$ cat src/rtl/multdiv_iter.sv
// Iterative signed multiply/divide unit: radix-2 shift-add multiply and restoring
// divide on operand magnitudes, one bit per clock, fixed WIDTH+1 edge latency.
//
// state  | meaning
// IDLE   | waiting for a start strobe
// MUL    | multiply iterations, one multiplier bit per edge
// DIV    | divide iterations, one quotient bit per edge
// DONE   | sign fix-up, result registered, RDY pulsed
module multdiv_iter #(
  parameter int WIDTH = 32
) (
  input  logic             clock,
  input  logic             resetn,
  input  logic [WIDTH-1:0] operandA,
  input  logic [WIDTH-1:0] operandB,
  input  logic             ctrl_MULT,
  input  logic             ctrl_DIV,
  output logic [WIDTH-1:0] data_result,
  output logic             data_exception,
  output logic             data_resultRDY,
  output logic             busy
);

  localparam int CW = $clog2(WIDTH + 1);

  typedef enum logic [1:0] {
    S_IDLE = 2'd0,
    S_MUL  = 2'd1,
    S_DIV  = 2'd2,
    S_DONE = 2'd3
  } state_t;

  state_t             state_q;
  logic [CW-1:0]      count_q;
  logic               is_div_q;
  logic               neg_q;
  logic               dbz_q;
  logic               dovf_q;
  logic [2*WIDTH-1:0] prod_q;
  logic [2*WIDTH-1:0] mcand_q;
  // Multiplier bits in MUL; dividend shifting out / quotient shifting in during DIV.
  logic [WIDTH-1:0]   shift_q;
  logic [WIDTH-1:0]   rem_q;
  logic [WIDTH-1:0]   dvsr_q;

  logic [WIDTH-1:0]   a_mag_d;
  logic [WIDTH-1:0]   b_mag_d;
  logic [WIDTH:0]     rem_shift_d;
  logic [WIDTH-1:0]   rem_sub_d;
  logic               fits_d;
  logic [2*WIDTH-1:0] prod_fin_d;
  logic [WIDTH-1:0]   quo_fin_d;
  logic               mul_ovf_d;
  logic               start_d;
  logic               div_ovf_in_d;

  always_comb begin
    start_d      = ctrl_MULT | ctrl_DIV;
    a_mag_d      = operandA[WIDTH-1] ? -operandA : operandA;
    b_mag_d      = operandB[WIDTH-1] ? -operandB : operandB;
    div_ovf_in_d = (operandA == {1'b1, {(WIDTH-1){1'b0}}}) && (operandB == {WIDTH{1'b1}});

    // Remainder stays below the divisor, so the trial difference fits in WIDTH bits.
    rem_shift_d  = {rem_q, shift_q[WIDTH-1]};
    fits_d       = rem_shift_d >= {1'b0, dvsr_q};
    rem_sub_d    = rem_shift_d[WIDTH-1:0] - dvsr_q;

    prod_fin_d   = neg_q ? -prod_q : prod_q;
    quo_fin_d    = neg_q ? -shift_q : shift_q;
    mul_ovf_d    = !((&prod_fin_d[2*WIDTH-1:WIDTH-1]) || !(|prod_fin_d[2*WIDTH-1:WIDTH-1]));
  end

  always_ff @(posedge clock or negedge resetn) begin
    if (!resetn) begin
      state_q        <= S_IDLE;
      count_q        <= '0;
      is_div_q       <= 1'b0;
      neg_q          <= 1'b0;
      dbz_q          <= 1'b0;
      dovf_q         <= 1'b0;
      prod_q         <= '0;
      mcand_q        <= '0;
      shift_q        <= '0;
      rem_q          <= '0;
      dvsr_q         <= '0;
      data_result    <= '0;
      data_exception <= 1'b0;
      data_resultRDY <= 1'b0;
      busy           <= 1'b0;
    end else if (start_d) begin
      // A strobe in any state restarts; multiply wins when both are raised.
      state_q        <= ctrl_MULT ? S_MUL : S_DIV;
      count_q        <= '0;
      is_div_q       <= ~ctrl_MULT;
      neg_q          <= operandA[WIDTH-1] ^ operandB[WIDTH-1];
      dbz_q          <= ~ctrl_MULT & (operandB == '0);
      dovf_q         <= ~ctrl_MULT & div_ovf_in_d;
      prod_q         <= '0;
      mcand_q        <= {{WIDTH{1'b0}}, a_mag_d};
      shift_q        <= ctrl_MULT ? b_mag_d : a_mag_d;
      rem_q          <= '0;
      dvsr_q         <= b_mag_d;
      data_resultRDY <= 1'b0;
      busy           <= 1'b1;
    end else begin
      case (state_q)
        S_IDLE: begin
          data_resultRDY <= 1'b0;
        end
        S_MUL: begin
          if (shift_q[0]) begin
            prod_q <= prod_q + mcand_q;
          end
          mcand_q <= mcand_q << 1;
          shift_q <= shift_q >> 1;
          count_q <= count_q + 1'b1;
          if (count_q == CW'(WIDTH - 1)) begin
            state_q <= S_DONE;
          end
        end
        S_DIV: begin
          rem_q   <= fits_d ? rem_sub_d : rem_shift_d[WIDTH-1:0];
          shift_q <= {shift_q[WIDTH-2:0], fits_d};
          count_q <= count_q + 1'b1;
          if (count_q == CW'(WIDTH - 1)) begin
            state_q <= S_DONE;
          end
        end
        S_DONE: begin
          state_q        <= S_IDLE;
          count_q        <= '0;
          busy           <= 1'b0;
          data_resultRDY <= 1'b1;
          if (!is_div_q) begin
            data_result    <= prod_fin_d[WIDTH-1:0];
            data_exception <= mul_ovf_d;
          end else if (dbz_q) begin
            data_result    <= '0;
            data_exception <= 1'b1;
          end else begin
            // MIN / -1 yields magnitude 2^(WIDTH-1) with no negation, i.e. MIN itself.
            data_result    <= quo_fin_d;
            data_exception <= dovf_q;
          end
        end
        default: begin
          state_q <= S_IDLE;
        end
      endcase
    end
  end

endmodule

$ cat config.mk
export PLATFORM = sky130hd
export DESIGN_NAME = multdiv_iter
export DESIGN_NICKNAME = d
export VERILOG_FILES = /design/src/rtl/multdiv_iter.sv
export SDC_FILE = /design/constraint.sdc
export NUM_CORES = 1
export LEC_CHECK = 0
export ABC_AREA = 1
export CORE_MARGIN = 4
export CORE_UTILIZATION = 45
export DETAILED_ROUTE_END_ITERATION = 12
export PLACE_DENSITY = 0.6
export SLEW_MARGIN = 20
export SYNTH_ARGS = -nofsm -noshare
export SYNTH_HDL_FRONTEND = slang
export SYNTH_SLANG_ARGS = --single-unit
$ cat constraint.sdc
create_clock -name clock -period 4 [get_ports clock]
set_input_delay 1.2 -clock clock [delete_from_list [all_inputs] [get_ports clock]]
set_output_delay 1.2 -clock clock [all_outputs]
set_load 0.005 [all_outputs]
# --- Word-level counts from Yosys, hierarchy flattened ---
# Cells that the tools add are included.
word_totals:
  reg_bits: 271
  in_bits: 68
  out_inout_bits: 35
  elab_cells: 84
op_classes:
  n_addsub: 7
  order_cmp: 1
  n_eq_ne: 7
  muxes: 29
  n_bitwise: 6
  n_reduce_logical: 19
op_table:
  columns: ["operator", "count"]
  rows:
  - ["64-bit 2-to-1 mux", 6]
  - ["32-bit 2-to-1 mux", 10]
  - ["32-bit negator", 3]
  - ["64-bit adder", 1]
  - ["32-bit equality test (second input constant)", 2]
  - ["64-bit negator", 1]
  - ["32-bit case mux with 2 select lines", 1]
  - ["33-bit by 32-bit greater-or-equal comparator with 1-bit output", 1]
  - ["33-bit AND reduction", 1]
  - ["33-bit OR reduction", 1]
  - ["32-bit logical NOT", 1]
  - ["32-bit subtractor", 1]
  - ["6-bit case mux with 2 select lines", 1]
  - ["3-bit nonzero test", 3]
  - ["2-bit nonzero test", 4]
  - ["6-bit by 1-bit adder with 6-bit output (second input constant)", 1]
  - ["6-bit by 5-bit equality test with 1-bit output (second input constant)", 1]
  - ["2-bit 2-to-1 mux", 3]
  - ["6-bit 2-to-1 mux", 1]
  - ["2-bit AND reduction", 3]
  - ["1-bit 2-to-1 mux", 5]
  - ["2-bit equality test (second input constant)", 2]
  - ["2-bit case mux with 2 select lines", 1]
  - ["3-bit by 1-bit inequality test with 1-bit output (second input constant)", 1]
  - ["11 further kinds", 14]

# --- Depth between registers and ports, before layout ---
# Gate-level depths: netlist (run 1).
depth:
  word_depth: 7
  mapped_depth: 20
  ltp_nobuf: 20

# --- Worst setup path after synthesis (run 1) ---
# No wires, ideal clock.
synth_path:
  path_type: "input port to flip-flop"
  start: "in operandA[1]"
  end: "reg shift_q[28]"
  setup_time_ps: 118
  t_arrival_ps: 2718
  required_time_ps: 3882
  slack_ps: 1165
  cell_stages: 16
  path_buffers: 0
  path_cell_list: "inv_1 ha_1 nand2_1 nor2_1 inv_1 nor2_2 nand3_1 nor2_2 inv_2 nor3_2 a21oi_1 xor2_1 nand2_1 nand3_1 nand3_1 nand2_1"
synth_between:
  elab_chain_cells: 4
synth_rtl:
  columns: ["element", "line_no", "source"]
  rows:
  - ["from (decl)", "14", "input logic [WIDTH-1:0] operandA,"]
  - ["32-bit negator", "59", "a_mag_d = operandA[WIDTH-1] ? -operandA : operandA;"]
  - ["32-bit 2-to-1 mux", "59", null]
  - ["32-bit 2-to-1 mux", "100", "shift_q <= ctrl_MULT ? b_mag_d : a_mag_d;"]
  - ["32-bit 2-to-1 mux", "90", "end else if (start_d) begin"]
  - ["to (signal assigned)", "100", null]
  - ["to (signal assigned)", "115", "shift_q <= shift_q >> 1;"]
  - ["to (signal assigned)", "123", "shift_q <= {shift_q[WIDTH-2:0], fits_d};"]
  - ["to (decl)", "42", "logic [WIDTH-1:0] shift_q;"]
# Every way passes these cells.
# A chain may end at the register's enable or synchronous reset.

# --- Worst setup path after layout (run 1) ---
layout_path:
  start: "reg mcand_q[0]"
  end: "reg prod_q[42]"
layout_between:
  elab_chain_cells: 4
layout_rtl:
  columns: ["element", "line_no", "source"]
  rows:
  - ["from (decl)", "40", "logic [2*WIDTH-1:0] mcand_q;"]
  - ["from (signal assigned)", "99", "mcand_q <= {{WIDTH{1'b0}}, a_mag_d};"]
  - ["from (signal assigned)", "114", "mcand_q <= mcand_q << 1;"]
  - ["64-bit adder", "112", "prod_q <= prod_q + mcand_q;"]
  - ["64-bit 2-to-1 mux", "111", "if (shift_q[0]) begin"]
  - ["64-bit 2-to-1 mux", "106", "case (state_q)"]
  - ["64-bit 2-to-1 mux", "90", null]
  - ["to (signal assigned)", "112", null]
  - ["to (decl)", "39", "logic [2*WIDTH-1:0] prod_q;"]
# Every way passes these cells. The select of a mux whose other input is x is not followed.

==> results of run 1 <==
## report_power, final
part / internal (uW) / switching (uW) / total (uW)
logic: 1450 / 2860 / 4300
registers: 3140 / 412 / 3550
clock network: 1970 / 1340 / 3310
total: 6560 / 4610 / 11200
## cells by family (layout without fill, tap and decap cells)
kind of cell / count (synthesis) / in the layout
and+or+nand+nor: 1741 / 1741
AOI/OAI and AO/OA: 805 / 805
buffers and inverters: 527 / 638
DFF: 271 / 271
adders and majority gates: 107 / 107
xor gates and xnor gates: 92 / 92
other: 0 / 2
## flip-flops by register name (all words and copies together), names as in the netlist
signal and flops:
shift_q 32, is_div_q 1, prod_q 64, dvsr_q 32, data_resultRDY 1, dovf_q 1, count_q 6, data_result 32
dbz_q 1, mcand_q 64, rem_q 32, state_q 2, busy 1, data_exception 1, neg_q 1
## worst register-to-register path, cell delays in order, from the launching register on
cell and delay [ps]:
dfrtp_1 440, ha_1 230, inv_1 60, fa_1 400, nand3b_1 230, nand2_1 240, a21oi_1 120, inv_1 190
nand2_1 80, nand2_1 190, a21oi_1 200, o21ai_1 350, nand2_1 120, nand2_1 90, a21oi_1 60, o21ai_0 90
o21ai_0 110
## stage by stage
stage / instances / worst slack (ps) / hold slack, ps
floorplan: 3543 / 1165 / 446.4
global placement: 4264 / 349.8 / 464.7
detailed placement: 4264 / 343.8 / 470.2
CTS: 4326 / 805.3 / 481.4
global route: 4327 / 486.1 / 519.1
finish: 4328 / 668.2 / 482.1
## worst paths after layout
check | to | slack, ps | cells after the start
worst max-delay path | prod_q[42] | 670 | 16
worst min-delay path | count_q[2] | 480 | 1
worst max register to register | prod_q[42] | 670 | 16
worst min register to register | count_q[2] | 480 | 1
max in group asynchronous | rem_q[15] | 2420 | 2
min in group asynchronous | neg_q | 660 | 1
## routing by layer
metal / track usage [%] / up-vias / routed length, microns
li1: - / 11960 / -
met1: 51.00 / 11970 / 42290
met2: 48.55 / 1392 / 38070
met3: 8.115 / 200 / 11250
met4: 11.60 / 14 / 3540
met5: 0 / - / 95
## cell type report
| cell class | instances | area [sq um] | share of cell area, % |
|---|---|---|---|
| Antenna cell | 2 | 5.005 | 0.01922 |
| Clock buffer | 45 | 963.4 | 3.699 |
| Clock inverter | 17 | 209.0 | 0.8023 |
| Inverter | 422 | 1587 | 6.092 |
| Multi-Input combinational cell | 2745 | 14180 | 54.44 |
| Sequential cell | 271 | 6783 | 26.04 |
| Tap cell | 672 | 840.8 | 3.228 |
| Timing Repair Buffer | 154 | 1479 | 5.679 |
## cell usage in the layout, fill, tap and decap left out, types with 10 or more instances in the layout
cell / instances
nand2_1: 883
nor2_1: 450
inv_1: 404
o21ai_0: 300
dfrtp_1: 270
a21oi_1: 258
nand3_1: 206
ha_1: 104
clkdlybuf4s50_1: 101
xor2_1: 71
buf_4: 47
nand4_1: 46
a31oi_1: 43
nor3_1: 40
o22ai_1: 37
clkbuf_16: 35
o211ai_1: 25
o21ai_1: 23
xnor2_1: 21
nor4_1: 21
nor2_2: 17
nand2_2: 16
a221oi_1: 16
a21o_1: 15
inv_2: 14
nor2_4: 11
o21ai_2: 11
or2_2: 10
nand3b_1: 10
o21bai_1: 10
==> flow_metrics.env, run 1 <==
export IMPL_cts_tree="built"
export IMPL_yosysWarnings=0
export IMPL_max_cap_violations=0
export IMPL_synthAdderAreaFrac_pct=5.893
export IMPL_grt_usage_pct=34.28
export IMPL_final_setup_tns_ps=0
export IMPL_criticalPathCategory="reg2reg"
export IMPL_synth_xor_area_share_pct=3.507
export IMPL_drive_above_1_share_pct=5.857
export IMPL_die_h_microns=234.0
export IMPL_cts_resized=0
export IMPL_cp_data_arrival_time_ps=3750
export IMPL_crit_start="mcand_q[0]"
export IMPL_via_per_inst=5.900
export IMPL_rsz0062_at_grt="false"
export IMPL_cts_hold_buf=0
export IMPL_yosys_area_top_type="dfrtp_1"
export IMPL_synth_ff_type="dfrtp_1"
export IMPL_yosys_top_cells_count="883 x nand2_1, 451 x nor2_1, 404 x inv_1"
export IMPL_cp_buffers_inverters=2
export IMPL_numPortBuffers=102
export IMPL_total_power_uw=11170
export IMPL_syn_nets=3718
export IMPL_status="complete, no violations"
export IMPL_clock_skew_ps=27.65
export IMPL_synth_compound_area_share_pct=19.99
export IMPL_remaining_drc_errors=0
export IMPL_antenna_found_initial=9
export IMPL_fin_area_sq_mm=0.02604
export IMPL_hp_class="reg2reg"
export IMPL_cp_top_family="simple AND/OR/NAND/NOR gates"
export IMPL_period_share_pct=83.29
export IMPL_synthDistinctLibCells=65
export IMPL_cts_root_buffer="clkbuf_16"
export IMPL_grt_pass1_vias=23440
export IMPL_final_util_pct=51.80
export IMPL_numClockSinks=271
export IMPL_critPathSlowestCell="dfrtp_1"
export IMPL_fmax_ghz=0.3001
export IMPL_fin_crit_ps=3332
export IMPL_slew_violations=0
export IMPL_antenna_left=0
export IMPL_place_congestion=1.032
export IMPL_setup_viol=0
export IMPL_yosysTopAreaCellShare_pct=29.52
export IMPL_fill_cells=5161
export IMPL_die_w_microns=234.0
export IMPL_synth_simple_area_share_pct=32.25
export IMPL_peakVddDrop_v=0.0002994
export IMPL_synth_async_reset_ratio_pct=100.0
export IMPL_rows=82
export IMPL_post_cts_buffers=0
export IMPL_p_per_area_mw_per_mm2=428.7
export IMPL_muxShareOfSynthArea_pct=0
export IMPL_yosys_top_cells_area="dfrtp_1 30%, nand2_1 14%, nor2_1 7.4%"
export IMPL_grt_pass1_wl_microns=143300
export IMPL_end_kind="flip-flop"
export IMPL_placed_cell_area_sq_mm=0.02487
export IMPL_relSlewSlack_pct=39.28
export IMPL_hpwl_microns=76480
export IMPL_synth_area_per_cell_sq_um=6.484
export IMPL_fp_coreArea_sq_mm=0.05027
export IMPL_cts_buffer_depth=3
export IMPL_tightest_slew_ps=909.8
export IMPL_wire_per_inst_microns=22.01
export IMPL_ys_ff_latch=271
export IMPL_power_leakage_uw=0.01252
export IMPL_clkSlewWorstSetupHoldPaths_ps=60
export IMPL_netlist_instances=3543
export IMPL_start_kind="flip-flop"
export IMPL_htree_levels=2
export IMPL_synth_top_family_by_area="simple AND/OR/NAND/NOR gates"
export IMPL_layout_nets=3804
export IMPL_worstReg2RegStart="mcand_q[0]"
export IMPL_drt_pass1_iterations=6
export IMPL_synth_most_common_cell="nand2_1"
export IMPL_critPathMaxStageDelay_ps=440
export IMPL_vias=25540
export IMPL_synth_area_sq_mm=0.02297
export IMPL_critPathMaxFanout=5
export IMPL_hold_viol=0
export IMPL_grt_max_degree=115
export IMPL_ioPinCount=103
export IMPL_numCtsBuffers=35
export IMPL_cp_cell_sequence="ha_1 -> inv_1 -> fa_1 -> nand3b_1 -> nand2_1 -> a21oi_1 -> inv_1 -> nand2_1 -> nand2_1 -> a21oi_1 -> o21ai_1 -> nand2_1 -> nand2_1 -> a21oi_1 -> o21ai_0 -> o21ai_0"
export IMPL_area_delta_synth_final_pct=13.36
export IMPL_critical_path_most_common_cell="nand2_1"
export IMPL_overflow=0
export IMPL_wl_microns=95260
export IMPL_seq_area_frac_synth_pct=29.52
export IMPL_worstSkewPairLatency_ps=560
export IMPL_start_util_pct=45.70
export IMPL_crit_required_ps=4420
export IMPL_worstHoldStart="count_q[2]"
export IMPL_drt_initial_drc_count=3162
export IMPL_die_area_sq_mm=0.05473
export IMPL_synth_edf_count=0
(Power assumes the default switching activity.)
==> inputs of run 2 (changes only) <==
PLACE_DENSITY = 0.63   (was 0.6)
clock period = 2.7 ns   (was 4 ns; I/O delays follow)
==> flow_metrics.env, run 2 (synthesis gave the netlist of run 1 again) <==
export IMPL_grt_usage_pct=35.69
export IMPL_overflow=0
export IMPL_critPathMaxFanout=4
export IMPL_multi_input_comb_area_sq_mm=0.01495
export IMPL_route_met3_wl_microns=11980
export IMPL_grt_pass1_vias=24900
export IMPL_die_w_microns=234.0
export IMPL_worstSkewPairLatency_ps=570
export IMPL_criticalPathCategory="reg2reg"
export IMPL_fill_cells=4887
export IMPL_fin_area_sq_mm=0.03085
export IMPL_placed_cell_area_sq_mm=0.02874
export IMPL_numCtsBuffers=36
export IMPL_period_share_pct=99.07
export IMPL_fp_coreArea_sq_mm=0.05027
export IMPL_fmax_ghz=0.3739
export IMPL_antenna_found_initial=0
export IMPL_cp_cell_sequence="ha_2 -> inv_1 -> fa_2 -> nand3b_1 -> nand2_2 -> a21oi_4 -> inv_2 -> nand2_1 -> nand2_2 -> a21oi_4 -> o21ai_2 -> buf_4 -> nand2_1 -> nand2_1 -> a21oi_1 -> o21ai_0 -> nand2_1"
export IMPL_place_congestion=1.034
export IMPL_layout_nets=4312
export IMPL_rsz0062_at_grt="true"
export IMPL_fin_cells=4837
export IMPL_post_place_ws_ps=-550.7
export IMPL_top_layer="met4"
export IMPL_wl_microns=100100
export IMPL_cp_data_arrival_time_ps=3120
export IMPL_hold_viol=0
export IMPL_p_per_area_mw_per_mm2=581.0
export IMPL_antenna_left=0
export IMPL_setup_viol=0
export IMPL_tightest_slew_ps=718.2
export IMPL_peakVddDrop_v=0.0004575
export IMPL_fin_crit_ps=2675
export IMPL_cts_root_buffer="clkbuf_16"
export IMPL_cp_buffers_inverters=3
export IMPL_die_area_sq_mm=0.05473
export IMPL_clock_skew_ps=20.09
export IMPL_critPathMaxStageDelay_ps=400
export IMPL_end_kind="flip-flop"
export IMPL_cts_buffer_depth=3
export IMPL_placedCellCount=4758
export IMPL_met1_length_microns=45260
export IMPL_vias=27160
export IMPL_grt_max_degree=56
export IMPL_layout_area_seq_sq_mm=0.006789
export IMPL_area_delta_synth_final_pct=34.29
export IMPL_grt_pass1_wl_microns=149600
export IMPL_worst_hold_slack_ps=138.8
export IMPL_max_cap_violations=0
export IMPL_clkSlewWorstSetupHoldPaths_ps=60
export IMPL_fin_ws_ps=25.18
export IMPL_cts_tree="built"
export IMPL_power_leakage_uw=0.01523
export IMPL_total_power_uw=17930
export IMPL_critPathSlowestCell="dfrtp_1"
export IMPL_ioPinCount=103
export IMPL_start_util_pct=45.70
export IMPL_top_regs="mcand_q x64, prod_q x64"
export IMPL_dr_wl_met2_microns=40280
export IMPL_die_h_microns=234.0
export IMPL_wire_per_inst_microns=20.69
export IMPL_start_kind="flip-flop"
export IMPL_numPortBuffers=102
export IMPL_relSlewSlack_pct=51.61
export IMPL_htree_levels=2
export IMPL_hpwl_microns=81550
export IMPL_cp_top_family="simple AND/OR/NAND/NOR gates"
export IMPL_rows=82
export IMPL_numClockSinks=271
export IMPL_remaining_drc_errors=0
export IMPL_final_common_cell="nand2_1"
export IMPL_critical_path_most_common_cell="nand2_1"
export IMPL_drt_pass1_iterations=6
export IMPL_layout_common_cells="854 x nand2_1, 536 x buf_4, 426 x nor2_1, 395 x inv_1, 277 x o21ai_0"
export IMPL_slew_violations=0
export IMPL_status="complete, no violations"
export IMPL_drive_above_1_share_pct=20.96
export IMPL_via_per_inst=5.615
export IMPL_crit_required_ps=3140
export IMPL_n_antenna_cell=0
export IMPL_hp_class="in2async"
export IMPL_drt_initial_drc_count=2739
-- run 2: cell count changes in the layout (fill, tap and decap cells not counted), sizes merged --
cell and change:
clkdlybuf4s50 -5, nand2 +1, diode -2, clkinv +4, clkbuf +1, dlymetal6s2s +5
bufinv -1, buf +506
-- run 2: worst paths after layout --
check | startpoint | end | slack, ps | cells after the start
worst max-delay path | mcand_q[0] | prod_q[34] | 30 | 17
worst min-delay path | resetn | data_result[3] | 140 | 1
worst max register to register | mcand_q[0] | prod_q[34] | 30 | 17
worst min register to register | busy | busy | 480 | 2
max in group asynchronous | resetn | prod_q[49] | 1840 | 2
min in group clock | busy | busy | 480 | 2
-- run 2: timing repair --
action | 4_1_cts | 5_1_grt
cloned | 0 | 1
endpoints found under the setup margin | 32 | 96
buffers inserted | 0 | 13
pin swaps | 1 | 31
hold buffers | 0 | 0
resized for setup | 31 | 179
-- run 2: stage by stage --
step,setup TNS (ps),utilization [%]
detailed placement,-20920,57.17
floorplan,0,-
CTS,0,59.79
global placement,-16530,57.17
global route,-451.5,61.37
finish,0,61.37
-- run 2: layer usage --
layer / vias to the layer above / track usage, %
li1: 13010 / -
met1: 12650 / 53.74
met2: 1332 / 50.41
met5: - / 0
met3: 168 / 9.682
met4: 0 / 8.949
-- run 2: layout make-up --
cell class	instances	area share (%)
clock buffers	46	3.305
clock inverters	20	0.6407
inverters	422	5.142
multi-input cells	2746	48.46
flip-flops and latches	271	22.00
well taps	672	2.725
repair buffers	660	17.72
-- run 2: where the power goes --
| part | leakage (uW) | total [uW] | internal (uW) | switching [uW] |
|---|---|---|---|---|
| sequential | 0.00349 | 5260 | 4650 | 605 |
| combinational | 0.0111 | 7640 | 3020 | 4620 |
| clock | 0.000608 | 5030 | 2980 | 2050 |
